### src/rtl/cr_sa_ctrl_if.sv
// Command and dump handshake bundle between a host and the sa counter controller.
interface cr_sa_ctrl_if #(
    parameter int IDX_W = 3
);
    logic             cmd_valid;
    logic             cmd_ready;
    logic [1:0]       cmd_op;
    logic [IDX_W-1:0] cmd_idx;
    logic [9:0]       cmd_sel;

    logic             dump_valid;
    logic             dump_ready;
    logic [IDX_W-1:0] dump_idx;
    logic [49:0]      dump_data;
    logic             dump_last;

    // Host side: issues commands and consumes dump beats.
    modport master (
        output cmd_valid, cmd_op, cmd_idx, cmd_sel, dump_ready,
        input  cmd_ready, dump_valid, dump_idx, dump_data, dump_last
    );

    // Controller side: accepts commands and produces dump beats.
    modport slave (
        input  cmd_valid, cmd_op, cmd_idx, cmd_sel, dump_ready,
        output cmd_ready, dump_valid, dump_idx, dump_data, dump_last
    );
endinterface

### src/rtl/cr_sa_ctrl.sv
// Controller for a bank of sa counters: programs per-counter event selects,
// issues clear/snapshot strobes and streams snapshot values out as dump beats.
module cr_sa_ctrl #(
    parameter int N_CNT = 6,
    parameter int IDX_W = 3
) (
    input  logic               clk,
    input  logic               rst_n,
    cr_sa_ctrl_if.slave        bus,
    output logic [N_CNT*10-1:0] sa_event_sel,
    output logic [N_CNT-1:0]   sa_clear,
    output logic [N_CNT-1:0]   sa_snap,
    input  logic [N_CNT*50-1:0] sa_snapshot,
    output logic               cmd_err,
    output logic               busy
);

    localparam logic [1:0] OP_SET_SEL   = 2'd0;
    localparam logic [1:0] OP_CLEAR     = 2'd1;
    localparam logic [1:0] OP_SNAP      = 2'd2;
    localparam logic [1:0] OP_SNAP_DUMP = 2'd3;

    localparam logic [IDX_W:0]   CNT_LIM  = (IDX_W+1)'(N_CNT);
    localparam logic [IDX_W-1:0] LAST_IDX = IDX_W'(N_CNT - 1);

    typedef enum logic [1:0] {
        IDLE   = 2'd0,
        STROBE = 2'd1,
        SETTLE = 2'd2,
        DUMP   = 2'd3
    } state_t;

    state_t           state;
    logic             dump_pending;
    logic             dump_valid;
    logic             dump_last;
    logic [IDX_W-1:0] dump_idx;
    logic [49:0]      dump_data;
    logic             idx_in_range;

    assign idx_in_range   = ({1'b0, bus.cmd_idx} < CNT_LIM);
    assign bus.cmd_ready  = (state == IDLE);
    assign bus.dump_valid = dump_valid;
    assign bus.dump_last  = dump_last;
    assign bus.dump_idx   = dump_idx;
    assign bus.dump_data  = dump_data;

    // Select the snapshot slice of the counter currently being dumped.
    always_comb begin
        dump_data = '0;
        for (int k = 0; k < N_CNT; k++) begin
            if (dump_idx == IDX_W'(k)) begin
                dump_data = sa_snapshot[k*50 +: 50];
            end
        end
    end

    // Command FSM; every output except cmd_ready and dump_data is registered here.
    always_ff @(posedge clk) begin
        if (!rst_n) begin
            state        <= IDLE;
            dump_pending <= 1'b0;
            sa_event_sel <= '0;
            sa_clear     <= '0;
            sa_snap      <= '0;
            dump_valid   <= 1'b0;
            dump_last    <= 1'b0;
            dump_idx     <= '0;
            cmd_err      <= 1'b0;
            busy         <= 1'b0;
        end else begin
            sa_clear <= '0;
            sa_snap  <= '0;
            cmd_err  <= 1'b0;
            case (state)
                IDLE: begin
                    if (bus.cmd_valid) begin
                        case (bus.cmd_op)
                            OP_SET_SEL: begin
                                if (idx_in_range) begin
                                    for (int k = 0; k < N_CNT; k++) begin
                                        if (bus.cmd_idx == IDX_W'(k)) begin
                                            sa_event_sel[k*10 +: 10] <= bus.cmd_sel;
                                        end
                                    end
                                end else begin
                                    cmd_err <= 1'b1;
                                end
                            end
                            OP_CLEAR: begin
                                sa_clear     <= '1;
                                dump_pending <= 1'b0;
                                state        <= STROBE;
                                busy         <= 1'b1;
                            end
                            OP_SNAP: begin
                                sa_snap      <= '1;
                                dump_pending <= 1'b0;
                                state        <= STROBE;
                                busy         <= 1'b1;
                            end
                            OP_SNAP_DUMP: begin
                                sa_snap      <= '1;
                                dump_pending <= 1'b1;
                                state        <= STROBE;
                                busy         <= 1'b1;
                            end
                            default: ;
                        endcase
                    end
                end
                STROBE: begin
                    if (dump_pending) begin
                        state <= SETTLE;
                    end else begin
                        state <= IDLE;
                        busy  <= 1'b0;
                    end
                end
                SETTLE: begin
                    dump_pending <= 1'b0;
                    dump_valid   <= 1'b1;
                    dump_idx     <= '0;
                    dump_last    <= (LAST_IDX == '0);
                    state        <= DUMP;
                end
                DUMP: begin
                    if (dump_valid && bus.dump_ready) begin
                        if (dump_last) begin
                            dump_valid <= 1'b0;
                            dump_last  <= 1'b0;
                            dump_idx   <= '0;
                            busy       <= 1'b0;
                            state      <= IDLE;
                        end else begin
                            dump_idx  <= dump_idx + 1'b1;
                            dump_last <= ((dump_idx + 1'b1) == LAST_IDX);
                        end
                    end
                end
                default: state <= IDLE;
            endcase
        end
    end

endmodule

### src/flat_wrapper.sv
// flat-port wrapper written by rule: the top's interface ports become plain ports
module cr_sa_ctrl_flat 
#(
    parameter int N_CNT = 6,
    parameter int IDX_W = 3
)
  (clk, rst_n, sa_event_sel, sa_clear, sa_snap, sa_snapshot, cmd_err, busy, bus_cmd_valid, bus_cmd_op, bus_cmd_idx, bus_cmd_sel, bus_dump_ready, bus_cmd_ready, bus_dump_valid, bus_dump_idx, bus_dump_data, bus_dump_last);
  cr_sa_ctrl_if #(.IDX_W(IDX_W)) bus_i ();
  input  logic clk;
  input  logic rst_n;
  output logic [N_CNT*10-1:0] sa_event_sel;
  output logic [N_CNT-1:0] sa_clear;
  output logic [N_CNT-1:0] sa_snap;
  input  logic [N_CNT*50-1:0] sa_snapshot;
  output logic cmd_err;
  output logic busy;
  input wire logic [$bits(bus_i.cmd_valid)-1:0] bus_cmd_valid;
  input wire logic [$bits(bus_i.cmd_op)-1:0] bus_cmd_op;
  input wire logic [$bits(bus_i.cmd_idx)-1:0] bus_cmd_idx;
  input wire logic [$bits(bus_i.cmd_sel)-1:0] bus_cmd_sel;
  input wire logic [$bits(bus_i.dump_ready)-1:0] bus_dump_ready;
  output wire logic [$bits(bus_i.cmd_ready)-1:0] bus_cmd_ready;
  output wire logic [$bits(bus_i.dump_valid)-1:0] bus_dump_valid;
  output wire logic [$bits(bus_i.dump_idx)-1:0] bus_dump_idx;
  output wire logic [$bits(bus_i.dump_data)-1:0] bus_dump_data;
  output wire logic [$bits(bus_i.dump_last)-1:0] bus_dump_last;
  assign bus_i.cmd_valid = bus_cmd_valid;
  assign bus_i.cmd_op = bus_cmd_op;
  assign bus_i.cmd_idx = bus_cmd_idx;
  assign bus_i.cmd_sel = bus_cmd_sel;
  assign bus_i.dump_ready = bus_dump_ready;
  assign bus_cmd_ready = bus_i.cmd_ready;
  assign bus_dump_valid = bus_i.dump_valid;
  assign bus_dump_idx = bus_i.dump_idx;
  assign bus_dump_data = bus_i.dump_data;
  assign bus_dump_last = bus_i.dump_last;
  cr_sa_ctrl #(.N_CNT(N_CNT), .IDX_W(IDX_W)) u_core (.clk(clk), .rst_n(rst_n), .bus(bus_i), .sa_event_sel(sa_event_sel), .sa_clear(sa_clear), .sa_snap(sa_snap), .sa_snapshot(sa_snapshot), .cmd_err(cmd_err), .busy(busy));
endmodule
### config.mk
export PLATFORM = sky130hd
export DESIGN_NAME = cr_sa_ctrl_flat
export DESIGN_NICKNAME = d
export VERILOG_FILES = /design/src/rtl/cr_sa_ctrl_if.sv /design/src/rtl/cr_sa_ctrl.sv /design/src/flat_wrapper.sv
export SDC_FILE = /design/constraint.sdc
export NUM_CORES = 1
export LEC_CHECK = 0
export CAP_MARGIN = 25
export CORE_AREA = 3 3 176 178
export DETAILED_ROUTE_END_ITERATION = 7
export DIE_AREA = 0 0 179 181
export PLACE_DENSITY_LB_ADDON = 0.15
export SETUP_SLACK_MARGIN = 0.15
export SLEW_MARGIN = 20
export SYNTH_ARGS = -nofsm -noshare
export SYNTH_HDL_FRONTEND = slang
export SYNTH_SLANG_ARGS = --single-unit
### constraint.sdc
create_clock -name clk -period 4.1 [get_ports clk]
set_input_delay 1.025 -clock clk [delete_from_list [all_inputs] [get_ports clk]]
set_output_delay 1.025 -clock clk [all_outputs]
set_load 0.01 [all_outputs]
Yosys cells after proc, flatten, opt, wreduce, memory -nomap -nowiden
Cells that the tools add are included.

word-level totals
  flip-flop bits (word level) = 82
  bits in latches = 0
  bits in writable memories = 0
  ROM bits = 0
  bits of input ports = 319
  output and inout bits = 130
  logic and storage cells = 95
  memories kept = 0

operators by class
  $add $sub $neg = 1
  multiply operators = 0
  divide/modulo/power cells = 0
  order comparisons = 1
  eq/ne operators = 23
  shifts and indexed selects = 0
  multiplexer cells = 31
  bitwise logic cells = 0
  reduce and logical (&&, ||, !) cells = 24

operators by type and width
  cell                                                    number
  2-to-1 mux 50 bit                                       6
  AND reduction 5 bit                                     6
  equality test 3 bit (second input constant)             5
  equality test 3 x 2 -> 1 bit (second input constant)    4
  2-to-1 mux 6 bit                                        2
  2-to-1 mux 2 bit                                        5
  2-to-1 mux 1 bit                                        9
  AND reduction 3 bit                                     3
  equality test 2 bit (second input constant)             4
  case mux 1 bit (2 select lines)                         4
  case mux 2 bit (4 select lines)                         1
  AND reduction 4 bit                                     2
  equality test 3 x 1 -> 1 bit (second input constant)    2
  logical NOT 3 bit                                       2
  2-to-1 mux 3 bit                                        2
  inequality test 2 bit (second input constant)           3
  case mux 3 bit (2 select lines)                         1
  AND reduction 6 bit                                     1
  equality test 2 x 1 -> 1 bit (second input constant)    2
  logical NOT 2 bit                                       2
  inequality test 2 x 1 -> 1 bit (second input constant)  2
  nonzero test 2 bit                                      2
  OR reduction 2 bit                                      2
  adder 3 x 1 -> 3 bit (second input constant)            1
  other kinds (7)                                         7

Logic depth before layout (Yosys ltp)
  depth in word-level cells = 7
  gate-level depth with buffers = 9
  mapped depth without buffers = 5

Least setup slack after synthesis
Ideal clock, no wire load.

  kind = reg2out
  start = register u_core.dump_idx[2], in the netlist u_core.bus.dump_idx[2]
  end = output port bus_dump_data[49]
  arrival = 2029 ps
  data required time = 3075 ps
  slack = 1046 ps
  stages on the path, launching flop included = 10
  buffers on the path = 4
  path through = dfxtp_1 > buf_2 > clkbuf_1 > inv_1 > ha_1 > or2_1 > clkbuf_1 > clkbuf_1 > a221oi_1 > a221o_1

between the ends
  word-level cells in the longest chain between the ends = 7
  elaborated cells on any way between the ends = 12
  those cells by class = eq/ne (5); mux (6); reduce/logical (1)

RTL lines
  item                             line                RTL
  from (decl)                      cr_sa_ctrl.sv:37    logic [IDX_W-1:0] dump_idx;
  from (signal assigned)           cr_sa_ctrl.sv:136   dump_idx <= dump_idx + 1'b1;
  logical NOT 3 bit                cr_sa_ctrl.sv:52    if (dump_idx == IDX_W'(k)) begin
  2-to-1 mux 50 bit (5 in series)  cr_sa_ctrl.sv:52
  2-to-1 mux 50 bit *              cr_sa_ctrl.sv:52
  to (decl)                        flat_wrapper.sv:25  output wire logic [$bits(bus_i.dump_data)-1:0] bus_dump_data;

Mark *: on every way between the ends. The rest lies on a longest branch, timed or not.

Final worst setup path
  start = register u_core.dump_idx[0], in the netlist u_core.bus.dump_idx[0]
  end = output port bus_dump_data[49]

The elaborated chain is that of the path after synthesis.

==> reports/metrics.cfg <==
[route]
ant_nets=0
dr.pass1.iters=6
via_per_inst=4.656
drt_iter0_markers=365
drc=0
wl_per_cell_um=21.72
totalWireLength_mm=33.73
vias=7230

[worst_setup_path]
critPathKind=flop to output pin
critPathArrivalTime_ns=2.85
end_kind=output pin
cp.required_ns=3.07
rrSetupSlack_ns=2.09
cp-start-kind=flop
cp_max_fo=91

[global_route]
grt_use_total_pct=19.30
antenna_found_initial=10
met2_usage_pct=32.37
grt_max_degree=95
grt_pass1_wl_mm=47.40
grt_pass1_vias=7116
grt_overflow=0
grt_use_met3_pct=6.389
use_met1_pct=23.73
grt.busiest_layer=met2

[floorplanning]
pin_count=449
fp.dieH_um=181
die_area_um2=32400
rows=63
start_util_pct=18.66
core_um2=29560
die_x_um=179

[final_layout]
utilization_pct=36.20
area_delta_synth_final_pct=93.97
fin_cells=1553
drive_above_1_share_pct=4.927
nets=1477

[logic_synthesis]
yosysWarnings=0
synthDistinctLibCells=40
postSynthCellCount=755
syn-num-nets=1079
synth_edf_count=0
syn_area_um2=5517
seq_area_frac_synth_pct=26.13
synth.ff_latch_count=72
synth_ff_type=dfxtp_1
synth.most_common_cell=nand2_1
avgSynthCellArea_um2=7.307
yosys.area.top_type=dfxtp_1
postSynth.asyncResetShare_pct=0
ys_top_cells_by_count=nand2_1, dfxtp_1, mux2i_1
synth_area_leaders=dfxtp_1, mux2i_1, nand2_1, a221oi_1, a211o_1
synth_top_area_share_pct=26.13

[timing]
worst_slew_margin_rel_pct=48.26
tns_ns=0
maxSlewViolCount=0
fin_crit_ns=3.876
tightest_slew_ns=0.7740
setup_violations=0
period_share_pct=94.53
rsz0062_at_grt=true
finalClockSkew_ns=0.004432
hold_viol_final=0
fmax_mhz=258.0

[placement]
port_buffers=448
dpl.hpwl_mm=25.61
gp_congestion=0.9306
dp_cells=1531

[worst_hold_path]
hold_path.class=flop to flop

[power_and_ir_drop]
p_per_area_nw_per_um2=183.9
power_leakage_nw=4.367
ir_worst_vdd_mv=0.2196

[clock_network]
clockBufferDepth=2
htreeDepth=3
cts_made_buffers=9
cts_tree=built
clock_latency_ns=0.32
postCtsHoldBufs=0
cts.sinks=72
ctsRootBufferMaster=clkbuf_16
path_clk_slew_ns=0.05

[outcome]
status=finished, final reports clean

[run]
maxCapViolCount=0

==> cells by family after synthesis <==
family                   Yosys count  synth area share [%]
adder cells (fa/ha/maj)            5                 1.134
flip-flops                        72                 26.13
multiplexers                      60                 10.89
AND/OR/NAND/NOR                  259                 23.93
buffers and inverters            144                 11.18
AO/OA/AOI/OAI                    215                 26.74
==> power breakdown <==
| part | total (W) | internal [W] | switching [W] |
|---|---|---|---|
| combinational | 0.000536 | 0.000377 | 0.000159 |
| clock | 0.000719 | 0.000437 | 0.000282 |
| sequential | 0.000713 | 0.000706 | 0.00000654 |
==> worst paths after layout <==
kind,from,end,cells past startpoint
max reg2reg,flop,u_core.sa_event_sel[47]$_SDFFE_PN0P_,3
min reg2reg,u_core.sa_event_sel[23]$_SDFFE_PN0P_,u_core.sa_event_sel[23]$_SDFFE_PN0P_,2
min,u_core.sa_event_sel[23]$_SDFFE_PN0P_,u_core.sa_event_sel[23]$_SDFFE_PN0P_,2
max,u_core.bus.dump_idx[0]$_SDFFE_PN0P_,bus_dump_data[49],7
==> through the flow <==
stage	cell area [um2]	hold slack (ns)	power, W	worst slack, ns
final	10700	0.4565	0.001968	0.2245
after global routing	10700	0.4725	0.002052	0.1412
after CTS	10680	0.4594	0.001988	0.2310
after detailed placement	10360	0.4517	0.001262	0.1152
after global placement	10360	0.4440	0.001261	0.08007
after floorplan	5517	0.4743	0.0008533	1.046
==> worst max-delay path, cell delays in order, from the launching register on <==
cell and delay (ns):
dfxtp_1 0.46, ha_4 0.20, buf_16 0.29, buf_12 0.28, a21oi_1 0.11, a221oi_1 0.41
a221o_1 0.18, clkdlybuf4s50_1 0.53
==> routing by layer <==
layer / vias to the layer above / part of all wire [%]
li1: 3507 / -
met5: - / 0.14
met1: 3350 / 41
met2: 319 / 48
met3: 46 / 9.6
met4: 8 / 2.1
==> cell usage in the layout, fill, tap and decap left out, types with 3 or more instances in the layout <==
cell             instances
mux2i_1                 60
nand2_1                132
nand3_1                 54
nand3b_1                50
buf_12                   4
dfxtp_1                 70
a221oi_1                50
clkdlybuf4s50_1        447
inv_1                   55
a211o_1                 49
o21ai_0                 51
a21oi_1                 53
buf_4                   21
clkbuf_16                9
nand4_1                  3
diode_2                  6
==> cell type report <==
cell class,count,area [um2]
multi-input combinational,539,3503
sequential,72,1446
timing repair buffer,476,4767
fill,3136,18860
clock buffer,12,256.5
tap,390,488.0
inverter,55,206.4
antenna,6,15.01
clock inverter,3,17.52
==> sequential cells by signal (all words and copies together), names as in the netlist, named ones only <==
register	count
u_core.busy	1
u_core.cmd_err	1
u_core.bus.dump_last	1
u_core.bus.dump_valid	1
u_core.sa_event_sel	60
u_core.sa_snap	1
u_core.sa_clear	1
u_core.bus.dump_idx	3
u_core.dump_pending	1
u_core.state	1
==> timing repair <==
item / in CTS / in global routing
buffers inserted: 1 / 0
endpoints found under the setup margin: 34 / 13
pin swaps: 0 / 2
gates resized for setup: 7 / 2
No activity file was read; power rests on OpenSTA's default activity.
